`src/rtl/fetch_redirect_unit_pkg.sv`:
```
// Shared types and constants for the fetch redirect unit.
// SCOREBOARD_SIZE_WIDTH falls back to 4 when the surrounding build does not provide it.
`ifndef SCOREBOARD_SIZE_WIDTH
`define SCOREBOARD_SIZE_WIDTH 4
`endif

package fetch_redirect_unit_pkg;

  localparam logic [63:0] DEFAULT_RESET_PC = 64'h0000_0000_8000_0000;

  typedef struct packed {
    logic [63:0] pc;
    logic [31:0] inst;
  } fq_entry_t;

  localparam logic [1:0] ST_BOOT = 2'd0;
  localparam logic [1:0] ST_RUN  = 2'd1;
  localparam logic [1:0] ST_HALT = 2'd2;

  function automatic logic [63:0] align_pc(input logic [63:0] pc);
    return pc & ~64'h3;
  endfunction

endpackage

```
`src/rtl/fetch_redirect_unit_fetch_queue.sv`:
```
// Circular FIFO of {pc, inst} entries feeding decode; clear empties it in one cycle.
module fetch_queue
  import fetch_redirect_unit_pkg::*;
#(
  parameter int DEPTH = 4
) (
  input  logic                     clk,
  input  logic                     rst_n,
  input  logic                     clear,
  input  logic                     push,
  input  fq_entry_t                push_data,
  input  logic                     pop,
  output fq_entry_t                head_data,
  output logic                     not_empty,
  output logic [$clog2(DEPTH):0]   count
);

  localparam int AW = $clog2(DEPTH);

  fq_entry_t   mem [DEPTH];
  logic [AW:0] wr_ptr;
  logic [AW:0] rd_ptr;

  // Pointers carry one extra wrap bit so full and empty are distinguishable.
  always_ff @(posedge clk or negedge rst_n) begin
    if (!rst_n) begin
      wr_ptr <= '0;
      rd_ptr <= '0;
    end else if (clear) begin
      wr_ptr <= '0;
      rd_ptr <= '0;
    end else begin
      if (push) wr_ptr <= wr_ptr + 1'b1;
      if (pop)  rd_ptr <= rd_ptr + 1'b1;
    end
  end

  always_ff @(posedge clk or negedge rst_n) begin
    if (!rst_n) begin
      for (int i = 0; i < DEPTH; i++) mem[i] <= '0;
    end else if (push && !clear) begin
      mem[wr_ptr[AW-1:0]] <= push_data;
    end
  end

  assign head_data = mem[rd_ptr[AW-1:0]];
  assign count     = wr_ptr - rd_ptr;
  assign not_empty = (count != '0);

endmodule

```
`src/rtl/fetch_redirect_unit.sv`:
```
// Front-end PC generator and fetch queue with branch-redirect flush.
// Define FETCH_MISALIGN_TRAP_EN to halt fetch on a misaligned redirect target.
module fetch_redirect_unit
  import fetch_redirect_unit_pkg::*;
#(
  parameter logic [63:0] RESET_PC = DEFAULT_RESET_PC,
  parameter int          FQ_DEPTH = 4,
  parameter int          SID_W    = `SCOREBOARD_SIZE_WIDTH
) (
  input  logic             clk,
  input  logic             rst_n,
  input  logic             redirect_valid_i,
  input  logic [63:0]      redirect_pc_i,
  input  logic [SID_W-1:0] redirect_sid_i,
  output logic             flush_o,
  output logic [SID_W-1:0] flush_sid_o,
  output logic             imem_req_valid_o,
  input  logic             imem_req_ready_i,
  output logic [63:0]      imem_req_addr_o,
  input  logic             imem_resp_valid_i,
  input  logic [31:0]      imem_resp_data_i,
  output logic             inst_valid_o,
  input  logic             inst_ready_i,
  output logic [63:0]      inst_pc_o,
  output logic [31:0]      inst_o,
  output logic             misalign_o
);

  localparam int CW = $clog2(FQ_DEPTH + 1);

  logic [1:0]       state_r;
  logic [1:0]       state_next;
  logic [63:0]      pc_r;
  logic [63:0]      resp_pc_r;
  logic [63:0]      target_pc;
  logic [CW-1:0]    outstanding_r;
  logic [CW-1:0]    outstanding_next;
  logic [CW-1:0]    drop_r;
  logic [CW-1:0]    fq_count;
  logic             misaligned;
  logic             req_fire;
  logic             fq_push;
  logic             fq_pop;
  logic             fq_not_empty;
  logic             flush_r;
  logic [SID_W-1:0] flush_sid_r;
  fq_entry_t        fq_in;
  fq_entry_t        fq_head;

  assign target_pc = align_pc(redirect_pc_i);

`ifdef FETCH_MISALIGN_TRAP_EN
  assign misaligned = (redirect_pc_i[1:0] != 2'b00);
  assign misalign_o = (state_r == ST_HALT);
`else
  assign misaligned = 1'b0;
  assign misalign_o = 1'b0;
`endif

  // Credit check: in-flight requests plus queued entries never exceed the queue size.
  assign imem_req_valid_o = (state_r == ST_RUN) &&
                            (({1'b0, outstanding_r} + {1'b0, fq_count}) < (CW+1)'(FQ_DEPTH));
  assign imem_req_addr_o  = pc_r;
  assign req_fire         = imem_req_valid_o & imem_req_ready_i;

  assign outstanding_next = outstanding_r + CW'(req_fire) - CW'(imem_resp_valid_i);

  assign fq_push      = imem_resp_valid_i && (drop_r == '0) && !redirect_valid_i;
  assign inst_valid_o = fq_not_empty & ~redirect_valid_i;
  assign fq_pop       = inst_valid_o & inst_ready_i;
  assign fq_in        = '{pc: resp_pc_r, inst: imem_resp_data_i};
  assign inst_pc_o    = fq_head.pc;
  assign inst_o       = fq_head.inst;

  assign flush_o     = flush_r;
  assign flush_sid_o = flush_sid_r;

  always_comb begin
    state_next = state_r;
    if (redirect_valid_i) begin
      state_next = misaligned ? ST_HALT : ST_RUN;
    end else if (state_r == ST_BOOT) begin
      state_next = ST_RUN;
    end
  end

  always_ff @(posedge clk or negedge rst_n) begin
    if (!rst_n) begin
      state_r <= ST_BOOT;
    end else begin
      state_r <= state_next;
    end
  end

  // Everything in flight at a redirect, including this cycle's handshake, is stale.
  always_ff @(posedge clk or negedge rst_n) begin
    if (!rst_n) begin
      pc_r          <= RESET_PC;
      resp_pc_r     <= RESET_PC;
      outstanding_r <= '0;
      drop_r        <= '0;
    end else begin
      outstanding_r <= outstanding_next;
      if (redirect_valid_i) begin
        pc_r      <= target_pc;
        resp_pc_r <= target_pc;
        drop_r    <= outstanding_next;
      end else begin
        if (req_fire) pc_r <= pc_r + 64'd4;
        if (fq_push)  resp_pc_r <= resp_pc_r + 64'd4;
        if (imem_resp_valid_i && (drop_r != '0)) drop_r <= drop_r - CW'(1);
      end
    end
  end

  always_ff @(posedge clk or negedge rst_n) begin
    if (!rst_n) begin
      flush_r     <= 1'b0;
      flush_sid_r <= '0;
    end else begin
      flush_r <= redirect_valid_i;
      if (redirect_valid_i) flush_sid_r <= redirect_sid_i;
    end
  end

  fetch_queue #(
    .DEPTH(FQ_DEPTH)
  ) u_fetch_queue (
    .clk       (clk),
    .rst_n     (rst_n),
    .clear     (redirect_valid_i),
    .push      (fq_push),
    .push_data (fq_in),
    .pop       (fq_pop),
    .head_data (fq_head),
    .not_empty (fq_not_empty),
    .count     (fq_count)
  );

endmodule
```
`config.mk`:
```
export PLATFORM = sky130hd
export DESIGN_NAME = fetch_redirect_unit
export DESIGN_NICKNAME = d
export VERILOG_FILES = /design/src/rtl/fetch_redirect_unit_pkg.sv /design/src/rtl/fetch_redirect_unit_fetch_queue.sv /design/src/rtl/fetch_redirect_unit.sv
export SDC_FILE = /design/constraint.sdc
export NUM_CORES = 1
export LEC_CHECK = 0
export CELL_PAD_IN_SITES_DETAIL_PLACEMENT = 1
export CELL_PAD_IN_SITES_GLOBAL_PLACEMENT = 1
export CORE_MARGIN = 3
export CORE_UTILIZATION = 45
export DETAILED_ROUTE_END_ITERATION = 6
export PLACE_DENSITY = 0.74
export SKIP_LAST_GASP = 1
export SLEW_MARGIN = 10
export SYNTH_ARGS = -nofsm -noshare
export SYNTH_HDL_FRONTEND = slang
export SYNTH_HIERARCHICAL = 1
export SYNTH_SLANG_ARGS = --single-unit
```
`constraint.sdc`:
```
create_clock -name clk -period 6.1 [get_ports clk]
set_input_delay 1.22 -clock clk [delete_from_list [all_inputs] [get_ports clk]]
set_output_delay 1.22 -clock clk [all_outputs]
set_load 0.02 [all_outputs]
```
==> impl_metrics.py <==
metrics = {
    "outcome": {
        "status": "completed",
    },
    "job": {
        "drv_cap": 0,
    },
    "synthesis": {
        "yosysWarnings": 6,
        "netlist_instances": 1848,
        "yosysSeqAreaShare_pct": 50.9,
        "synth_cell_types": 60,
        "async_reset_ff_share_pct": 100,
        "ys_ff_latch": 526,
        "synth-main-ff-cell": "dfrtp_1",
        "synth_edf_count": 0,
        "postSynthAreaPerCell_sq_um": 14.0,
        "synth_area_sq_um": 25800,
    },
    "die": {
        "dieArea_sq_um": 60300,
        "start_util_pct": 45.7,
        "ios": 274,
        "core_sq_um": 56600,
        "fp.dieH_um": 246,
        "row_count": 87,
        "die_w_um": 246,
    },
    "route": {
        "drt_iter0_markers": 830,
        "drc": 0,
        "ant_nets": 0,
        "vias_per_cell": 5.86,
        "drtPass1Iterations": 4,
        "wl_per_cell_um": 24.7,
        "totalWireLength_um": 71500,
        "vias": 17000,
    },
    "power": {
        "p_leak_nw": 14.0,
        "power_density_nw_per_um2": 356,
        "peakVddDrop_mv": 0.236,
    },
    "timing": {
        "whs_ns": 0.500,
        "setup_tns_ns": 0,
        "fmax_mhz": 190,
        "period_share_pct": 86.2,
        "worstMarginPinSlew_ns": 1.06,
        "hold_violations": 0,
        "relSlewSlack_pct": 29.4,
        "fin_skew_ns": 0.0224,
        "rsz0062_at_grt": "false",
        "slew_viol_final": 0,
        "finalSetupViolCount": 0,
        "finalCriticalPeriod_ns": 5.26,
    },
    "cells_and_area": {
        "instances_no_fill": 2896,
        "layout-drive-gt1-share_pct": 30.9,
        "nFillCells": 5556,
        "layout_common_cells": "dfrtp_1 (522), mux2_2 (271), clkdlybuf4s50_1 (266)",
        "num-nets-final": 2218,
        "layout_commonest_cell": "dfrtp_1",
        "register_area_sq_um": 13200,
        "multi_input_comb_area_sq_um": 12000,
        "syn_to_final_growth_pct": 20.0,
        "final_util_pct": 54.8,
    },
    "clocking": {
        "root_buffer": "clkbuf_16",
        "cts_tree": "built",
        "cts_setup_buffers": 0,
        "cts_resized": 0,
        "hold_buffers": 0,
        "numCtsBuffers": 57,
        "cts.path.max_buffers": 3,
        "clkTransAtPathRegs_ns": 0.06,
        "htreeDepth": 2,
        "insertion_delay_ns": 0.60,
        "cts.sinks": 526,
    },
    "critical_path": {
        "rrSetupSlack_ns": 1.26,
        "cp.arrival_ns": 4.04,
        "worstPathRequired_ns": 4.88,
        "max_stage_delay_ns": 0.75,
        "crit_slowest_cell": "dfrtp_4",
        "crit_path_start_kind": "flop",
        "cp_top_family": "simple AND/OR/NAND/NOR gates",
        "cp_max_fo": 39,
        "crit_top_cell": "xnor2_1",
        "cp-end-kind": "output port",
        "critPathKind": "flop to output port",
        "path_cells": "fa_1, xnor2_1, xnor2_1, ha_1, nor4b_2, and2_1, clkdlybuf4s50_1",
        "path_buf_inv": 1,
    },
    "grt": {
        "grt_pass1_wl_um": 113000,
        "grt.total_usage_pct": 23.9,
        "grt_overflow": 0,
        "grt_pass1_vias": 18900,
        "antenna_found_initial": 3,
        "grt_max_degree": 141,
    },
    "placement": {
        "dp_cells": 2793,
        "io_buffer_count": 268,
        "gp_congestion": 0.850,
        "dp_hpwl_um": 47000,
    },
    "hold_path": {
        "hold_class": "flop to flop",
    },
}
per-stage QoR:
stage,power (W),setup WS [ns],instance area (sq um)
3_5_place_dp,0.00758,1.28,29100
5_1_grt,0.0115,0.636,31000
2_1_floorplan,0.00617,2.15,25900
6_report,0.0110,0.844,31000
3_3_place_gp,0.00746,1.43,29100
4_1_cts,0.0112,0.785,31000
sequential cells by signal, summed over array words and instances, names as in the netlist:
register and cells:
outstanding_r 3, resp_pc_r 62, drop_r 3, flush_sid_o 4, u_fetch_queue/mem 384, flush_o 1
state_r 1, u_fetch_queue/rd_ptr 3, imem_req_addr_o 62, u_fetch_queue/wr_ptr 3
logic make-up after synthesis:
logic type,synth area share [%]
muxes,29.7
DFF,50.9
and+or+nand+nor,9.40
AOI/OAI and AO/OA,3.71
buffers and inverters,2.91
xor gates and xnor gates,2.47
adders and majority gates,0.833
other,0.0291
report_power, final:
| group | total, W | switching, W | internal [W] |
|---|---|---|---|
| Combinational | 0.00307 | 0.00141 | 0.00166 |
| Sequential | 0.00444 | 0.000441 | 0.00400 |
| Clock | 0.00352 | 0.00143 | 0.00209 |
| Total | 0.0110 | 0.00329 | 0.00775 |
area by class of cell:
| class | count | share of cell area, % |
|---|---|---|
| Clock buffer | 83 | 5.37 |
| Multi-Input combinational cell | 1196 | 38.6 |
| Inverter | 26 | 0.323 |
| Clock inverter | 19 | 0.746 |
| Tap cell | 756 | 3.05 |
| Antenna cell | 1 | 0.00807 |
| Timing Repair Buffer | 289 | 9.45 |
| Sequential cell | 526 | 42.5 |
metal layers:
| layer | track usage, % | vias up | wire (um) |
|---|---|---|---|
| li1 | - | 7415 | - |
| met1 | 32.5 | 9073 | 31500 |
| met2 | 39.9 | 377 | 34900 |
| met3 | 4.49 | 114 | 3390 |
| met4 | 5.99 | 4 | 1610 |
| met5 | 0 | - | 22 |
cell usage after synthesis, types with 16 or more instances:
master | count | share of area, %
inv_1 | 26 | 0.38
nor3_1 | 26 | 0.50
a31oi_1 | 24 | 0.58
o31ai_1 | 17 | 0.49
xnor2_1 | 43 | 1.5
mux2_2 | 271 | 12
nor2_1 | 67 | 0.97
mux4_2 | 96 | 8.4
and4_1 | 16 | 0.54
and3_1 | 19 | 0.46
buf_2 | 37 | 0.72
clkbuf_1 | 39 | 0.57
or4_1 | 16 | 0.46
nand4_1 | 58 | 1.4
mux2_4 | 160 | 9.3
buf_6 | 24 | 1.0
xor2_1 | 30 | 1.0
nand2_1 | 62 | 0.90
nand3_1 | 47 | 0.91
a21oi_1 | 24 | 0.46
dfrtp_1 | 524 | 51
nor4_1 | 45 | 1.1
o31a_1 | 23 | 0.78
path summary, 6_finish.rpt:
| path | startpoint | endpoint | depth (start not counted) |
|---|---|---|---|
| max in group asynchronous | rst_n | u_fetch_queue/rd_ptr[0] | 2 |
| min | u_fetch_queue/mem[121] | u_fetch_queue/mem[121] | 1 |
| max reg2reg | u_fetch_queue/rd_ptr[1] | drop_r[2] | 15 |
| max | u_fetch_queue/rd_ptr[1] | imem_req_valid_o | 7 |
| min reg2reg | u_fetch_queue/mem[121] | u_fetch_queue/mem[121] | 1 |
| min in group asynchronous | rst_n | u_fetch_queue/mem[296] | 1 |
(Power assumes the default switching activity.)
